### config.mk
export PLATFORM = sky130hd
export DESIGN_NAME = key_event_encoder
export DESIGN_NICKNAME = d
export VERILOG_FILES = /design/src/rtl/calc_pkg.sv /design/src/rtl/debounce_cell.sv /design/src/rtl/key_event_encoder.sv
export SDC_FILE = /design/constraint.sdc
export NUM_CORES = 1
export LEC_CHECK = 0
export BUFFER_PORTS_ARGS = -buffer_cell sky130_fd_sc_hd__buf_2
export CORE_ASPECT_RATIO = 0.75
export CORE_MARGIN = 2
export CORE_UTILIZATION = 52
export CTS_BUF_LIST = sky130_fd_sc_hd__clkbuf_2 sky130_fd_sc_hd__clkbuf_4 sky130_fd_sc_hd__clkbuf_8
export CTS_CLUSTER_DIAMETER = 150
export DETAILED_ROUTE_END_ITERATION = 7
export PLACE_DENSITY = 0.69
export SYNTH_ARGS = -nofsm -noshare
export SYNTH_HDL_FRONTEND = slang
export SYNTH_SLANG_ARGS = --single-unit
### constraint.sdc
create_clock -name clk -period 3.9 [get_ports clk]
set_input_delay 0.195 -clock clk [delete_from_list [all_inputs] [get_ports clk]]
set_output_delay 0.195 -clock clk [all_outputs]
set_load 0.05 [all_outputs]
### src/rtl/calc_pkg.sv
// Shared calculator definitions: key event encoding and function-key indices.
package calc_pkg;

    typedef enum logic {
        KEY_OP_DIGIT = 1'b0,
        KEY_OP_FUNC  = 1'b1
    } key_op_t;

    localparam int unsigned NUM_DIGITS = 10;
    localparam int unsigned NUM_FUNCS  = 8;
    localparam int unsigned NUM_KEYS   = NUM_DIGITS + NUM_FUNCS;

    localparam logic [3:0] FN_SIGN = 4'd0;
    localparam logic [3:0] FN_ADD  = 4'd1;
    localparam logic [3:0] FN_SUB  = 4'd2;
    localparam logic [3:0] FN_EQU  = 4'd7;

    typedef struct packed {
        key_op_t    op;
        logic [3:0] code;
    } key_event_t;

endpackage

### src/rtl/debounce_cell.sv
// One push button: 2-flop synchroniser, debounce counter, stable level and
// a registered one-cycle pulse on each accepted 0->1 transition.
module debounce_cell #(
    parameter int unsigned DEBOUNCE_CYCLES = 16
) (
    input  logic clk,
    input  logic rst,
    input  logic btn,
    output logic press
);

    localparam int unsigned CW = $clog2(DEBOUNCE_CYCLES + 1);

    logic          sync1;
    logic          sync2;
    logic          stable;
    logic          stable_d;
    logic [CW-1:0] cnt;
    logic [CW-1:0] cnt_inc;

    assign cnt_inc = cnt + 1'b1;

    always_ff @(posedge clk or negedge rst) begin
        if (!rst) begin
            sync1    <= 1'b0;
            sync2    <= 1'b0;
            stable   <= 1'b0;
            stable_d <= 1'b0;
            press    <= 1'b0;
            cnt      <= '0;
        end else begin
            sync1    <= btn;
            sync2    <= sync1;
            stable_d <= stable;
            press    <= stable & ~stable_d;
            // Any return to the stable level restarts the count, so bounce is ignored.
            if (sync2 == stable) begin
                cnt <= '0;
            end else if (cnt_inc == CW'(DEBOUNCE_CYCLES)) begin
                stable <= sync2;
                cnt    <= '0;
            end else begin
                cnt <= cnt_inc;
            end
        end
    end

endmodule

### src/rtl/key_event_encoder.sv
// Calculator key front end: debounced press events, priority-selected and
// queued in a small FIFO consumed through a valid/ready handshake.
module key_event_encoder
    import calc_pkg::*;
#(
    parameter int unsigned DEBOUNCE_CYCLES = 16,
    parameter int unsigned FIFO_DEPTH      = 4
) (
    input  logic       clk,
    input  logic       rst,
    input  logic [9:0] swp,
    input  logic [7:0] swd,
    input  logic       clr,
    output logic       key_valid,
    input  logic       key_ready,
    output logic       key_op,
    output logic [3:0] key_code,
    output logic       key_drop
);

    localparam int unsigned AW = $clog2(FIFO_DEPTH);

    logic [NUM_KEYS-1:0] press;
    logic [NUM_KEYS-1:0] btn;

    assign btn = {swd, swp};

    for (genvar i = 0; i < NUM_KEYS; i++) begin : g_key
        debounce_cell #(
            .DEBOUNCE_CYCLES(DEBOUNCE_CYCLES)
        ) u_cell (
            .clk  (clk),
            .rst  (rst),
            .btn  (btn[i]),
            .press(press[i])
        );
    end

    key_event_t ev;
    logic       ev_any;
    logic       ev_multi;

    // Digits occupy the low bits, so a plain lowest-index scan gives digit priority.
    always_comb begin
        ev       = '{op: KEY_OP_DIGIT, code: 4'd0};
        ev_any   = 1'b0;
        ev_multi = 1'b0;
        for (int unsigned i = 0; i < NUM_KEYS; i++) begin
            if (press[i]) begin
                if (ev_any) begin
                    ev_multi = 1'b1;
                end else begin
                    ev_any = 1'b1;
                    if (i < NUM_DIGITS) begin
                        ev = '{op: KEY_OP_DIGIT, code: 4'(i)};
                    end else begin
                        ev = '{op: KEY_OP_FUNC, code: 4'(i - NUM_DIGITS)};
                    end
                end
            end
        end
    end

    key_event_t mem [FIFO_DEPTH];
    key_event_t head;
    logic [AW:0] wr_ptr;
    logic [AW:0] rd_ptr;
    logic        empty;
    logic        full;
    logic        pop;
    logic        push;

    assign empty = (wr_ptr == rd_ptr);
    assign full  = (wr_ptr[AW] != rd_ptr[AW]) && (wr_ptr[AW-1:0] == rd_ptr[AW-1:0]);
    assign pop   = key_valid & key_ready;
    assign push  = ev_any & (~full | pop);

    always_ff @(posedge clk or negedge rst) begin
        if (!rst) begin
            wr_ptr   <= '0;
            rd_ptr   <= '0;
            key_drop <= 1'b0;
            for (int unsigned i = 0; i < FIFO_DEPTH; i++) begin
                mem[i] <= '0;
            end
        end else if (clr) begin
            wr_ptr   <= '0;
            rd_ptr   <= '0;
            key_drop <= 1'b0;
        end else begin
            if (pop) begin
                rd_ptr <= rd_ptr + 1'b1;
            end
            if (push) begin
                mem[wr_ptr[AW-1:0]] <= ev;
                wr_ptr              <= wr_ptr + 1'b1;
            end
            if (ev_multi || (ev_any && !push)) begin
                key_drop <= 1'b1;
            end
        end
    end

    assign head      = mem[rd_ptr[AW-1:0]];
    assign key_valid = ~empty;
    assign key_op    = head.op;
    assign key_code  = head.code;

endmodule

==> summary.txt, run 1 <==
Power
  – Comb power frac: 4.7%
  – Flop pwr share: 53.0%
  – Clock share of power: 42.3%
  – Switching Share: 21.9%
  – Leak: 4.78 nW
  – Switching power: 0.000943 W
  – Power Density: 430 nW/um^2
  – Int Power: 0.00336 W
  – Worst vdd ir: 296 uV

Routing
  – Final antenna-violating net count: 0
  – Starting DRC count in detailed routing: 345
  – Wire per inst: 14.3 um
  – Number of remaining DRC errors: 0
  – TritonRoute pass-1 iters: 4
  – Drt total wl: 14800 um
  – DR vias/cell: 5.36
  – Routed via count: 5548

Timing
  – Tightest Pin Transition: 0.928 ns
  – Post-route worst setup slack: 1.45 ns
  – RSZ-0062 raised after global routing: false
  – Relative slew slack: 38.1%
  – Final Hold Viols: 0
  – Max Slew Vio Count: 0
  – Final setup vio count: 0
  – Max Fclk: 0.409 GHz
  – Final min period: 2.45 ns
  – Fin Setup TNS: 0 ns
  – Final worst-path cycle share: 62.7%
  – Layout Skew: 0.0221 ns

Placement
  – Placed Area: 9140 um^2
  – Placed Instances: 960
  – DPL Wire Length: 10000 um
  – Pre-CTS setup slack: 1.49 ns
  – Gp weighted congestion: 0.886
  – PortBufs: 28

Die
  – # IOs: 29
  – Core area: 16200 um^2
  – Die Area: 17900 um^2
  – Die H: 116 um
  – # rows: 40
  – Die Wd: 154 um
  – Initial core utilization: 53.8%

Setup path
  – Critical Path Fanout Max: 6
  – FF-to-FF path depth: 6
  – Arr. time, crit path: 2.87 ns
  – WS Path Type: reg2reg
  – Worst EP required: 4.32 ns
  – Worst Setup Start Kind: register
  – CP Capture Type: register

Worst hold path
  – Hold Crit Depth: 2
  – Tightest Hold Check Type: in2reg

Synthesis
  – Syn nets: 776
  – Synth warn: 0
  – Average cell area after synthesis: 12.1 um^2
  – Seq/Total Area, Yosys: 59.3%
  – Leading post-synthesis cells by cell area: dfrtp_1, mux2_2, ha_1
  – Gate Count Post-Synth: 723
  – Post-Syn Area: 8730 um^2
  – Yosys top cell area share: 59.3%
  – Yosys reg bits: 207
  – Top FF cell, synth: dfrtp_1
  – Post-synth EDFFs: 0
  – Synth area leader: dfrtp_1
  – Ys async rst share: 100%
  – Netlist cell types: 48

Clock tree
  – H-tree depth: 1
  – Post_cts resized: 0
  – Clock Pin Slew Worst Setup and Hold Paths: 0.07 ns
  – Sink Count: 207
  – CTS Buf Count: 31
  – Root buffer cell: clkbuf_8
  – CTS tree: built
  – Clock Latency Late Sink: 0.56 ns
  – Post-CTS Setup Bufs: 0
  – Clock Tree Buf Depth: 3

Cells and area
  – Area Growth Syn to Fin: 14.7%
  – # diodes: 0
  – Layout cells sized above 1: 17.4%
  – Register Area: 5180 um^2
  – FILL cells: 1251
  – Final std cells w/o fill: 1036
  – # nets final: 858
  – Design Area, Final: 10000 um^2
  – Commonest non-fill, non-tap cell in the layout: dfrtp_1
  – Commonest cells after routing, fill and taps aside: dfrtp_1, nor2_1, nor2b_1, xnor2_1
  – Area occupied by multi-input gates: 3470 um^2
  – Post-layout util: 61.8%

Job
  – Max cap viols: 0

Global route
  – Vias in the first global route: 5656
  – Largest net degree at the start of global routing: 120
  – Initial antenna violation count: 0
  – GR Util All Layers: 17.4%
  – Total gr overflow: 0
  – Global-route wire length before repair: 25800 um

Run status
  – Status: finished, final reports clean
[cells by family (layout without fill, tap and decap cells)]
kind of cell,after synthesis,in the layout,share of synthesized area [%]
and+or+nand+nor,265,265,15.6
buffers and inverters,19,122,0.874
AOI/OAI and AO/OA,79,79,5.63
muxes,44,44,6.31
DFF,207,207,59.3
xor gates and xnor gates,76,76,7.63
adders and majority gates,33,33,4.67
[Yosys cell counts (2+ instances only)]
cell and n:
nor3_1 34, nor2_1 75, o21bai_1 2, nand3b_1 3, inv_1 15, a21oi_1 27
dfrtp_1 207, or2_2 2, xor2_1 34, a211oi_1 3, o21ai_0 24, nor4_1 2
and3_1 7, a32oi_1 8, nand2_4 4, nor2b_1 45, nand4_1 9, xnor2_1 42
ha_1 31, nand2_1 38, nand3_1 33, mux4_2 5, a31oi_1 5, buf_2 4
mux2_2 38, nor2_4 2, maj3_1 2, and2_1 2
[critical path, stage by stage (launching register included)]
cell and delay [ns]:
dfrtp_1 0.43, or4_1 0.71, nor4_4 0.31, a41o_2 0.32, nor2_4 0.09, nand2_4 0.12
mux2_2 0.34
[cell type report]
cell class	instances	area share [%]
clock buffer	53	6.22
clock inverter	1	0.300
inverter	15	0.562
multi-input combinational	497	34.7
sequential	207	51.7
tap	210	2.62
timing repair buffer	53	3.91
[sequential cells by signal, summed over array words and instances (netlist names), 18 cells and up]
signal	count
g_key.u_cell.cnt	90
g_key.u_cell.sync2	18
g_key.u_cell.stable	18
g_key.u_cell.stable_d	18
mem	20
g_key.u_cell.press	18
g_key.u_cell.sync1	18
[stage by stage]
stage	power, W	hold slack [ns]
floorplan	0.00241	-0.101
global placement	0.00249	0.303
detailed placement	0.00250	0.304
CTS	0.00436	0.238
global route	0.00450	0.256
finish	0.00430	0.271
[power groups by stage]
| stage | registers [W] | clock network, W | logic (W) |
|---|---|---|---|
| after floorplan | 0.00230 | 0 | 0.000109 |
| after global placement | 0.00231 | 0 | 0.000177 |
| after detailed placement | 0.00232 | 0 | 0.000188 |
| after CTS | 0.00228 | 0.00188 | 0.000206 |
| after global routing | 0.00229 | 0.00197 | 0.000235 |
| final | 0.00228 | 0.00182 | 0.000200 |
[path summary, 6_finish.rpt]
| kind | startpoint | end | slack, ns |
|---|---|---|---|
| max | g_key[0].u_cell.press | mem[11] | 1.45 |
| min | swd[1] | g_key[11].u_cell.sync1 | 0.27 |
| max reg2reg | g_key[0].u_cell.press | mem[11] | 1.45 |
| min reg2reg | g_key[7].u_cell.sync1 | g_key[7].u_cell.sync2 | 0.35 |
| max in group asynchronous | rst | g_key[9].u_cell.press | 2.52 |
| min in group asynchronous | rst | g_key[7].u_cell.cnt[2] | 0.37 |
[what timing repair did]
| item | in CTS | in global routing |
|---|---|---|
| hold endpoints to repair | 141 | 0 |
| hold buffers | 22 | 0 |
| endpoints found under the setup margin | 0 | 0 |
[metal layers]
layer / vias to the layer above / global-route usage [%] / part of all wire, % / wire length, um
li1: 2678 / - / - / -
met1: 2727 / 22.9 / 47 / 6880
met3: 32 / 3.75 / 4.3 / 632
met2: 111 / 29.5 / 47 / 6900
met5: - / 0 / 0 / 0
met4: 0 / 5.57 / 2.4 / 360
(Power assumes the default switching activity.)
==> run 2: changes to the inputs <==
==> constraint.sdc (replaced) <==
create_clock -name clk -period 2.5 [get_ports clk]
set_input_delay 0.125 -clock clk [delete_from_list [all_inputs] [get_ports clk]]
set_output_delay 0.125 -clock clk [all_outputs]
set_load 0.05 [all_outputs]
==> run 2 against run 1 <==
Compared with the run above: combinational power grew 59%; fmax grew 0.39%; worst setup slack lost 1.4 ns; final area grew 0.49%; clock-buffer cell count shrank 4; final cell count grew 0.29%; power grew 57%; clock power grew 59%; clock skew grew 0.0048 ns; highest routed layer unchanged.
==> summary.txt, run 2 (same netlist as run 1, synthesis figures left out) <==
Run status
  – Status: finished, final reports clean

Clock tree
  – CTS tree: built
  – Clock Tree Buf Depth: 3
  – Clock Latency Late Sink: 0.49 ns
  – Sink Count: 207
  – Root buffer cell: clkbuf_8
  – Clock Pin Slew Worst Setup and Hold Paths: 0.06 ns
  – CTS Buf Count: 34
  – H-tree depth: 2

Setup path
  – Reg2reg start: g_key[1].u_cell.press
  – CP Capture Type: register
  – CP Launch Point: g_key[1].u_cell.press
  – FF-to-FF path depth: 6
  – Critical Path Max Stage Delay: 0.71 ns
  – Critical path depth: 6
  – Flop-to-flop setup slack: 0.06 ns
  – Critical Path Fanout Max: 6
  – Slowest CP cell: or4_1
  – CP delay by family, top: simple AND/OR/NAND/NOR gates
  – Worst Setup Start Kind: register
  – Arr. time, crit path: 2.79 ns
  – WS Path Type: reg2reg
  – CP Cell Sequence: or4_1 -> nor4_4 -> a41o_2 -> nor2_4 -> nand2_4 -> mux2_2
  – Worst EP required: 2.85 ns
  – CP Buf/Inv Count: 0

Die
  – Die H: 116 um
  – # IOs: 29
  – # rows: 40
  – Core area: 16200 um^2
  – Die Area: 17900 um^2
  – Initial core utilization: 53.8%
  – Die Wd: 154 um

Cells and area
  – Regs by FF count: g_key.u_cell.cnt (90), mem (20)
  – # nets final: 864
  – Biggest register: g_key.u_cell.cnt
  – Commonest cells after routing, fill and taps aside: dfrtp_1, nor2_1, nor2b_1, xnor2_1, clkbuf_8
  – FILL cells: 1262
  – Layout cells sized above 1: 17.7%
  – Area occupied by multi-input gates: 3470 um^2
  – # diodes: 0
  – Area Growth Syn to Fin: 15.3%
  – Largest register FFs: 90
  – Register Area: 5180 um^2
  – Commonest non-fill, non-tap cell in the layout: dfrtp_1

Timing
  – Final Hold Viols: 0
  – Max Slew Vio Count: 0
  – Final worst-path cycle share: 97.5%
  – RSZ-0062 raised after global routing: false
  – Layout Skew: 0.0269 ns
  – Fin Setup TNS: 0 ns
  – Tightest Pin Transition: 0.685 ns
  – Relative slew slack: 54.4%
  – Max Fclk: 0.410 GHz
  – Final setup vio count: 0
  – WHS: 0.263 ns
  – Final min period: 2.44 ns

Global route
  – Global routing met3 resource utilization: 3.45%
  – Vias in the first global route: 5524
  – GR Util All Layers: 17.3%
  – Initial antenna violation count: 0
  – Largest net degree at the start of global routing: 86
  – M1 GR Usage: 24.2%
  – Global-route wire length before repair: 25500 um
  – Total gr overflow: 0
  – Gr busiest metal: met2
  – Met2 global-route usage: 27.8%

Routing
  – Final antenna-violating net count: 0
  – Number of remaining DRC errors: 0
  – TritonRoute pass-1 iters: 6
  – Starting DRC count in detailed routing: 292
  – Wire per inst: 14.3 um
  – Drt total wl: 14800 um
  – DR vias/cell: 5.34
  – Routed via count: 5547

Power
  – Worst vdd ir: 403 uV
  – Comb power frac: 4.7%
  – Flop pwr share: 52.6%
  – Clock share of power: 42.8%
  – Leak: 4.80 nW
  – Switching power: 0.00151 W
  – Int Power: 0.00526 W
  – Power Density: 672 nW/um^2
  – Switching Share: 22.3%

Placement
  – Gp weighted congestion: 0.913
  – PortBufs: 28
  – DPL Wire Length: 10000 um

Worst hold path
  – Tightest Hold Check Type: in2async

Job
  – Max cap viols: 0
==> run 2: power by group through the flow <==
stage / Sequential (W) / Clock [W] / Combinational [W]
floorplan: 0.00359 / 0 / 0.000170
global placement: 0.00361 / 0 / 0.000281
detailed placement: 0.00361 / 0 / 0.000296
CTS: 0.00355 / 0.00300 / 0.000326
global route: 0.00357 / 0.00315 / 0.000371
finish: 0.00356 / 0.00289 / 0.000317
==> run 2: final timing paths <==
path,end
min reg2reg,g_key[3].u_cell.sync2
min,g_key[7].u_cell.cnt[2]
max reg2reg,mem[11]
min in group clk,g_key[10].u_cell.sync1
max,mem[11]
max in group asynchronous,g_key[0].u_cell.sync2
==> run 2: layout make-up <==
cell class	instances	area share (%)
Tap cell	210	2.61
Timing Repair Buffer	56	4.24
Multi-Input combinational cell	497	34.5
Sequential cell	207	51.5
Inverter	15	0.559
Clock buffer	49	6.08
Clock inverter	5	0.547
==> run 2: worst reg2reg max path: cells and delay by family, from the launching register on <==
family,cells,cell delay [ns]
mux,1,0.34
flops,1,0.42
simple gates,4,1.23
compound gates,1,0.32
==> run 2: routing by layer <==
metal	share of wire, %	vias to the layer above	routed length, um
li1	-	2686	-
met1	48	2718	7120
met2	46	117	6850
met3	4.0	26	596
met4	1.7	0	249
met5	0	-	0
==> run 2: repair_timing <==
action / CTS / global route
setup endpoints to repair: 0 / 4
setup buffers: 0 / 0
hold buffers: 22 / 0
endpoints found under the hold margin: 105 / 0
gates resized for setup: 0 / 1
==> run 2: metrics by stage <==
step	power, W	instance area, um^2	setup WS (ns)	util (%)	instances
global route	0.00709	10100	0.00267	62.1	1039
CTS	0.00688	10100	0.0700	62.1	1039
floorplan	0.00376	8730	0.303	-	723
global placement	0.00389	9180	0.142	56.6	963
detailed placement	0.00391	9180	0.0895	56.6	963
finish	0.00677	10100	0.0634	62.1	1039
==> run 3: changes to the inputs <==
--- a/config.mk
+++ b/config.mk
@@ -5,6 +5,7 @@
 export SDC_FILE = /design/constraint.sdc
 export NUM_CORES = 1
 export LEC_CHECK = 0
+export ABC_AREA = 0
 export BUFFER_PORTS_ARGS = -buffer_cell sky130_fd_sc_hd__buf_2
 export CORE_ASPECT_RATIO = 0.75
 export CORE_MARGIN = 2
@@ -13,6 +14,7 @@
 export CTS_CLUSTER_DIAMETER = 150
 export DETAILED_ROUTE_END_ITERATION = 7
 export PLACE_DENSITY = 0.69
+export RECOVER_POWER = 100
 export SYNTH_ARGS = -nofsm -noshare
 export SYNTH_HDL_FRONTEND = slang
 export SYNTH_SLANG_ARGS = --single-unit
==> run 3 against run 2 <==
Compared with the run above: the flow now finishes with violations (max-capacitance violations, max-slew violations); sequential cell count unchanged; final cell count unchanged; clock skew decreased by 0.00064 ns; non-clock buffer count unchanged; critical endpoint unchanged; largest power group unchanged.
==> summary.txt, run 3 (same netlist as run 1, synthesis figures left out) <==
Power
  – Power Density: 673 nW/um^2
  – Clock share of power: 42.8%
  – Worst vdd ir: 403 uV
  – Comb power frac: 4.7%
  – Flop pwr share: 52.6%
  – Switching Share: 22.3%
  – Tot Pwr: 0.00677 W
  – Leak: 4.78 nW
  – Switching power: 0.00151 W
  – Int Power: 0.00526 W

Setup path
  – CP Buf/Inv Count: 0
  – CP Cell Sequence: or4_1 -> nor4_4 -> a41o_2 -> nor2_4 -> nand2_4 -> mux2_2
  – Critical Path Fanout Max: 6
  – Arr. time, crit path: 2.80 ns
  – CP delay by family, top: simple AND/OR/NAND/NOR gates
  – CP Launch Point: g_key[1].u_cell.press
  – Worst Setup Start Kind: register
  – CP Capture Type: register
  – Worst EP required: 2.86 ns
  – Reg2reg start: g_key[1].u_cell.press
  – Slowest CP cell: or4_1
  – WS Path Type: reg2reg
  – Critical Path Max Stage Delay: 0.71 ns

Timing
  – Final Hold Viols: 0
  – Final min period: 2.44 ns
  – Layout Skew: 0.0263 ns
  – Max Fclk: 0.410 GHz
  – Final setup vio count: 0
  – Fin Setup TNS: 0 ns
  – RSZ-0062 raised after global routing: false
  – Tightest Pin Transition: 2.11 ns
  – WHS: 0.265 ns
  – Max Slew Vio Count: 85
  – Final worst-path cycle share: 97.6%
  – Relative slew slack: -40.8%

Clock tree
  – Post-CTS Setup Bufs: 0
  – Clock Tree Buf Depth: 3
  – Clock Latency Late Sink: 0.49 ns
  – Root buffer cell: clkbuf_8
  – Clock Pin Slew Worst Setup and Hold Paths: 0.06 ns
  – H-tree depth: 2
  – CTS Buf Count: 34
  – Sink Count: 207
  – CTS tree: built

Routing
  – Routed via count: 5534
  – DR vias/cell: 5.33
  – Starting DRC count in detailed routing: 313
  – Wire per inst: 14.2 um
  – Number of remaining DRC errors: 0
  – Drt total wl: 14800 um
  – Final antenna-violating net count: 0
  – TritonRoute pass-1 iters: 5

Global route
  – M1 GR Usage: 24.2%
  – Vias in the first global route: 5524
  – Initial antenna violation count: 0
  – Gr busiest metal: met2
  – Met2 global-route usage: 27.8%
  – Global routing met3 resource utilization: 3.45%
  – Total gr overflow: 0
  – Global-route wire length before repair: 25500 um
  – GR Util All Layers: 17.3%
  – Largest net degree at the start of global routing: 86

Cells and area
  – Biggest register: g_key.u_cell.cnt
  – # nets final: 864
  – Final std cells w/o fill: 1039
  – Area occupied by multi-input gates: 3470 um^2
  – Design Area, Final: 10000 um^2
  – Commonest non-fill, non-tap cell in the layout: dfrtp_1
  – Register Area: 5180 um^2
  – Commonest cells after routing, fill and taps aside: dfrtp_1, nor2_1, nor2b_1, xnor2_1, clkbuf_8
  – Layout cells sized above 1: 17.4%
  – Area Growth Syn to Fin: 15.1%
  – Largest register FFs: 90
  – FILL cells: 1268
  – # diodes: 0
  – Regs by FF count: g_key.u_cell.cnt (90), mem (20)

Job
  – Max cap viols: 1

Die
  – # rows: 40
  – Initial core utilization: 53.8%
  – Core area: 16200 um^2
  – Die H: 116 um
  – # IOs: 29
  – Die Area: 17900 um^2
  – Die Wd: 154 um

Placement
  – Placed Area: 9180 um^2
  – PortBufs: 28
  – DPL Wire Length: 10000 um
  – Gp weighted congestion: 0.913
  – Placed Instances: 963

Run status
  – Status: finished, violations left
  – Failing checks: max-capacitance violations, max-slew violations

Worst hold path
  – Hold_sp: swd[0]
  – Tightest Hold Check Type: in2reg
==> run 3: changes by cell type in the layout (fill, tap and decap cells not counted), sizes merged <==
| cell | before | now |
|---|---|---|
| clkbuf | 50 | 58 |
| buf | 33 | 25 |
==> run 3: worst paths after layout <==
check	end	slack (ns)	cells past startpoint
min in group asynchronous	g_key[7].u_cell.cnt[2]	0.81	2
worst max register to register	mem[11]	0.06	6
max in group asynchronous	g_key[0].u_cell.sync2	0.41	3
worst min-delay path	g_key[10].u_cell.sync1	0.27	2
worst min register to register	g_key[3].u_cell.sync2	0.35	0
worst max-delay path	mem[11]	0.06	6
==> run 3: repair_timing <==
action / 4_1_cts / 5_1_grt
setup endpoints to repair: 0 / 4
resized for setup: 0 / 1
hold buffers: 22 / 0
hold endpoints to repair: 105 / 0
==> run 3: routing by layer <==
layer,vias to the layer above,part of all wire (%),wire (um)
li1,2684,-,-
met5,-,0,0
met2,109,46,6870
met3,27,3.9,573
met1,2714,48,7100
met4,0,1.7,256
==> run 3: power groups by stage <==
stage          clock network [W]  logic (W)  registers [W]
6_report                 0.00289   0.000315        0.00356
5_1_grt                  0.00315   0.000369        0.00357
4_1_cts                  0.00300   0.000326        0.00355
3_5_place_dp                   0   0.000296        0.00361
3_3_place_gp                   0   0.000281        0.00361
2_1_floorplan                  0   0.000170        0.00359
==> run 3: final cells by class <==
cell class	instances	area share (%)
inverter	15	0.560
multi-input combinational	497	34.6
tap	210	2.61
clock inverter	5	0.548
timing repair buffer	56	4.07
sequential	207	51.6
clock buffer	49	6.09
==> run 3: stage by stage <==
step                setup WS (ns)  utilization (%)
floorplan                   0.303                -
global placement            0.142             56.6
detailed placement         0.0895             56.6
CTS                        0.0700             62.1
global route              0.00267             62.0
finish                     0.0607             62.0
==> run 3: worst register-to-register path, cell delays in order (launching register included) <==
cell     delay (ns)
dfrtp_1        0.41
or4_1          0.71
nor4_4         0.32
a41o_2         0.32
nor2_4         0.09
nand2_4        0.12
mux2_2         0.35
